--- src/rtl/pwm_multi.sv ---
// pwm_multi: N_CH PWM outputs driven from one shared counter.
// The counter is edge-aligned (0..MAX, wrap) or center-aligned (0..MAX..1).
// Duty values are written to shadow registers and copied into the active
// compare registers only on the period boundary edge, so a write can never
// glitch the period that is already running. The mode is latched on the same
// edge, which means every period starts at 0 and counts up.
module pwm_multi #(
  parameter int N_CH   = 4,
  parameter int WIDTH  = 8,
  parameter int ADDR_W = 4
) (
  input  logic              clk,
  input  logic              reset,
  input  logic              wr_en,
  input  logic [ADDR_W-1:0] wr_addr,
  input  logic [WIDTH-1:0]  wr_data,
  input  logic              mode,
  input  logic [N_CH-1:0]   ch_en,
  input  logic [N_CH-1:0]   ch_inv,
  output logic [N_CH-1:0]   pwm_out,
  output logic              period_start,
  output logic [N_CH-1:0]   upd_pending
);

  localparam logic [WIDTH-1:0] MAX = '1;
  localparam logic [WIDTH-1:0] ONE = WIDTH'(1);

  logic [WIDTH-1:0] cnt_q, cnt_d;
  logic             dir_up_q, dir_up_d;
  logic             mode_act_q, mode_act_d;
  logic [WIDTH-1:0] duty_sh_q  [N_CH];
  logic [WIDTH-1:0] duty_sh_d  [N_CH];
  logic [WIDTH-1:0] duty_act_q [N_CH];
  logic [WIDTH-1:0] duty_act_d [N_CH];
  logic [N_CH-1:0]  pend_q, pend_d;
  logic [N_CH-1:0]  pwm_q, pwm_d;
  logic             ps_q, ps_d;
  logic             boundary;

  // Next-state: counter sequencing, boundary reload, shadow writes and compare.
  always_comb begin
    cnt_d      = cnt_q;
    dir_up_d   = dir_up_q;
    mode_act_d = mode_act_q;
    duty_sh_d  = duty_sh_q;
    duty_act_d = duty_act_q;
    pend_d     = pend_q;
    pwm_d      = '0;
    ps_d       = (cnt_q == '0);

    // Last value of a period: MAX in edge mode, 1 on the way down in center mode.
    boundary = mode_act_q ? (!dir_up_q && (cnt_q == ONE)) : (cnt_q == MAX);

    if (boundary) begin
      cnt_d      = '0;
      dir_up_d   = 1'b1;
      mode_act_d = mode;
      duty_act_d = duty_sh_q;
      pend_d     = '0;
    end else if (!mode_act_q) begin
      cnt_d = cnt_q + ONE;
    end else if (dir_up_q) begin
      if (cnt_q == MAX) begin
        cnt_d    = MAX - ONE;
        dir_up_d = 1'b0;
      end else begin
        cnt_d = cnt_q + ONE;
      end
    end else begin
      cnt_d = cnt_q - ONE;
    end

    // Addresses >= N_CH match no channel and are dropped. A write on the
    // boundary edge overrides the pending clear so it loads next period.
    for (int i = 0; i < N_CH; i++) begin
      if (wr_en && (wr_addr == ADDR_W'(i))) begin
        duty_sh_d[i] = wr_data;
        pend_d[i]    = 1'b1;
      end
    end

    // Compare uses the active duty of the current cycle; output is registered.
    for (int i = 0; i < N_CH; i++) begin
      pwm_d[i] = (ch_en[i] && (cnt_q < duty_act_q[i])) ^ ch_inv[i];
    end
  end

  // State and output registers with synchronous reset.
  always_ff @(posedge clk) begin
    if (reset) begin
      cnt_q      <= '0;
      dir_up_q   <= 1'b1;
      mode_act_q <= 1'b0;
      pend_q     <= '0;
      pwm_q      <= '0;
      ps_q       <= 1'b0;
      for (int i = 0; i < N_CH; i++) begin
        duty_sh_q[i]  <= '0;
        duty_act_q[i] <= '0;
      end
    end else begin
      cnt_q      <= cnt_d;
      dir_up_q   <= dir_up_d;
      mode_act_q <= mode_act_d;
      pend_q     <= pend_d;
      pwm_q      <= pwm_d;
      ps_q       <= ps_d;
      for (int i = 0; i < N_CH; i++) begin
        duty_sh_q[i]  <= duty_sh_d[i];
        duty_act_q[i] <= duty_act_d[i];
      end
    end
  end

  assign pwm_out      = pwm_q;
  assign period_start = ps_q;
  assign upd_pending  = pend_q;

endmodule

--- config.mk ---
export PLATFORM = sky130hd
export DESIGN_NAME = pwm_multi
export DESIGN_NICKNAME = d
export VERILOG_FILES = /design/src/rtl/pwm_multi.sv
export SDC_FILE = /design/constraint.sdc
export NUM_CORES = 1
export LEC_CHECK = 0
export BUFFER_PORTS_ARGS = -buffer_cell sky130_fd_sc_hd__buf_2
export CORE_MARGIN = 3
export CORE_UTILIZATION = 40
export DETAILED_ROUTE_END_ITERATION = 6
export HOLD_SLACK_MARGIN = 0.08
export PLACE_DENSITY = 0.63
export SYNTH_ARGS = -nofsm -noshare
export SYNTH_HDL_FRONTEND = slang
export SYNTH_SLANG_ARGS = --single-unit
--- constraint.sdc ---
create_clock -name clk -period 2 [get_ports clk]
set_input_delay 0.1 -clock clk [delete_from_list [all_inputs] [get_ports clk]]
set_output_delay 0.1 -clock clk [all_outputs]
set_load 0.005 [all_outputs]
==> summary.txt <==
Status
  – Outcome: finished, violations left
  – Failing checks: negative setup slack

Yosys
  – Avg Inst Size Synth: 8.64 um2
  – Mapped Cells: 466
  – Post-Syn Nets: 522
  – Top FF cell, synth: dfxtp_1
  – Synth Cell Area: 0.00403 mm2
  – Seq/Total Area, Yosys: 41.3%
  – Yosys warning count: 0
  – Number of flops mapped to enable cells by yosys: 0
  – Synth cell types: 43
  – Post-synthesis register bit count: 83
  – Async S/R FF share, synth: 0%

Critical path
  – Critical Path RT: 2.29 ns
  – Startpoint Class: flip-flop
  – Max incr delay on CP: 0.53 ns
  – Worst Setup End Kind: flip-flop
  – Crit path cell chain: or4_4 > or4_4 > buf_6 > mux2i_4 > buf_12 > clkbuf_16 > nand2_1 > a21oi_1
  – Crit path kind: reg2reg
  – Crit path DAT: 2.51 ns
  – Crit Path Max Fanout: 8
  – Slowest CP cell: or4_4
  – Delay-heaviest family, CP: simple AND/OR/NAND/NOR gates
  – Worst path bufs/invs: 3
  – Most used cell, CP: or4_4

Global route
  – Overflow after GRT: 0
  – Initial antenna violation count: 0
  – Total global-route track usage: 17.7%
  – Vias in the first global route: 3262
  – Largest net degree at the start of global routing: 74
  – First-pass GRT wire length: 16.1 mm

Cells and area
  – Sequential cell area: 0.00168 mm2
  – Multi-input logic area: 0.00241 mm2
  – Diodes inserted: 0
  – Core Util, Final: 56.2%
  – Area Overhead vs Synth: 32.6%
  – Layout Nets: 593
  – Filler cells: 836
  – Layout cells sized above 1: 29.9%

STA
  – Fin. Hold Viols: 0
  – Final worst slack: -0.221 ns
  – Max Slew Vio Count: 0
  – RSZ-0062 raised after global routing: true
  – Max_slew headroom: 72.6%
  – Final hold slack: 0.0894 ns
  – Period utilisation layout: 111%
  – Final setup viols: 46
  – Fin crit period: 2.22 ns
  – Worst-Margin Slew: 0.410 ns
  – Setup Skew: 0.00973 ns
  – Achievable clock frequency: 0.450 GHz

Detailed routing
  – 1st-iter DRT viols: 225
  – # DRC: 0
  – DRT Wirelength: 10.7 mm
  – Via density: 5.18
  – Pre-antenna DRT Iters: 4
  – DR vias: 3476
  – DR WL/cell: 15.9 um
  – Final ANT Viol Nets: 0

Clock network
  – CTS Buffer Depth: 2
  – Total CTS buffers: 9
  – Clock root buffer: clkbuf_8
  – Worst-path clk slew: 0.10 ns
  – Clock Latency Late Sink: 0.36 ns
  – CTS Sinks: 83
  – CTS tree: built
  – H-tree depth: 3

Die
  – I/O pins: 33
  – Starting Density: 42.4%
  – Die area: 0.0113 mm2
  – Die height: 106 um
  – Die W: 106 um
  – Row cnt: 35
  – Core Region: 0.00950 mm2

Job
  – Max-Cap Viols: 0

Power
  – LEAKAGE: 2.19 nW
  – Pwr Density: 622 mW/mm2
  – Max IR drop VDD: 478 uV

Placed design
  – Number of I/O port buffers: 32
  – Final HPWL from detailed placement: 6.59 mm
  – GPL Wtd Cong: 0.830

Hold path
  – Hold Crit Class: in2reg
## cell usage after synthesis, types with 2 or more instances
library cell  number  share of area [%]
ha_1              32                9.9
mux2_2             4                1.1
xnor2_1            3               0.65
nand4_1           10                1.6
a2111oi_0          4               0.87
nor4_1             6               0.93
nand2_1           77                7.2
nor3b_1            2               0.37
nor2b_1            5               0.78
mux2i_1           32                8.0
a22oi_1            2               0.37
nand2b_1           7                1.1
nor3_1             4               0.50
clkbuf_1          15                1.4
a21oi_2            6                1.3
a221oi_1           2               0.43
a211oi_1           2               0.37
buf_1              2               0.19
nor2_1            53                4.9
nor4b_1            4               0.87
dfxtp_1           83                 41
a21oi_1           40                5.0
nand3_1            3               0.37
or4_4              2               0.56
o21ai_0            6               0.75
and4_1             2               0.43
inv_1             36                3.4
buf_6              7                2.0
## registers in the layout, summed over array words and instances (netlist names)
name          flops
duty_act_q       32
duty_sh_q        32
cnt_q             8
pwm_out           4
upd_pending       4
dir_up_q          1
mode_act_q        1
period_start      1
## cells by family after synthesis
family	after synthesis	share of synthesized area [%]
xor gates and xnor gates	4	0.870
adders and majority gates	32	9.94
DFF	83	41.3
AOI/OAI and AO/OA	67	10.2
buffers and inverters	60	6.90
and+or+nand+nor	182	20.9
muxes	38	10.0
## per-layer routing
layer	GRT usage (%)	routed length [um]
met1	25.2	5040
met2	27.1	5010
met3	3.16	502
met4	5.64	109
met5	0	0
## worst reg2reg max path, delay by kind of cell (launching register included)
kind / cells / cell delay (ns)
mux: 1 / 0.16
simple gates: 3 / 1.04
compound gates: 1 / 0.15
buf+inv: 3 / 0.47
flops: 1 / 0.33
## through the flow
| step | cell area, um2 | setup WS (ns) | std cells | power, mW | setup TNS (ns) |
|---|---|---|---|---|---|
| after floorplan | 4030 | -0.0699 | 466 | 1.86 | -2.23 |
| after global placement | 4500 | -0.171 | 637 | 1.97 | -2.23 |
| after detailed placement | 4500 | -0.205 | 637 | 1.97 | -3.35 |
| after CTS | 4910 | -0.138 | 664 | 3.29 | -4.16 |
| after global routing | 5340 | -0.246 | 671 | 3.46 | -7.84 |
| final | 5340 | -0.221 | 671 | 3.32 | -6.02 |
## cells in the final DEF (no fill, tap or decap), types with 3 or more instances in the layout
cell type	synthesis	routed
nand2_1	77	65
ha_2	0	5
ha_1	32	22
nand3_1	3	3
o21ai_0	6	6
a2111oi_4	0	4
nand2_4	0	5
dlygate4sd3_1	0	8
buf_4	0	30
xnor2_1	3	3
nor2b_1	5	5
clkbuf_16	0	4
mux2i_1	32	32
nand2b_4	0	3
inv_1	36	36
buf_12	0	4
mux2_2	4	4
a21oi_1	40	33
nand4_1	10	10
nor4_1	6	5
buf_6	7	3
a21oi_2	6	12
dfxtp_1	83	75
nor4b_1	4	3
nor3_2	0	3
buf_2	0	32
nand2b_1	7	5
clkbuf_8	0	9
inv_6	0	3
nand2_2	0	7
dfxtp_2	0	6
ha_4	0	5
nor2_1	53	52
## path summary, 6_finish.rpt
kind                     to  cells after the start  slack, ns          start
max reg2reg   duty_act_q[9]                      8      -0.22       cnt_q[4]
min           duty_sh_q[31]                      3       0.09     wr_data[7]
max           duty_act_q[9]                      8      -0.22       cnt_q[4]
min reg2reg  duty_act_q[27]                      2       0.45  duty_sh_q[27]
## power by group
group	total, mW	internal (mW)	switching, mW	leakage (nW)
sequential	1.70	1.68	0.0225	0.675
combinational	0.319	0.166	0.152	1.41
clock	1.30	0.612	0.693	0.109
## timing repair
action                                 4_1_cts  5_1_grt
setup endpoints to repair                   43       50
buffers inserted                             1        2
gates resized for setup                     15       59
cloned                                       2        6
pin swaps                                    6       29
hold buffers                                 8        0
endpoints found under the hold margin       26        0
## area by class of cell
| class | count | share of cell area, % |
|---|---|---|
| Timing Repair Buffer | 83 | 13.8 |
| Tap cell | 129 | 3.02 |
| Multi-Input combinational cell | 324 | 45.2 |
| Inverter | 36 | 2.53 |
| Clock inverter | 7 | 1.73 |
| Sequential cell | 83 | 31.4 |
| Clock buffer | 9 | 2.32 |
Power figures use the tool's default switching activity.
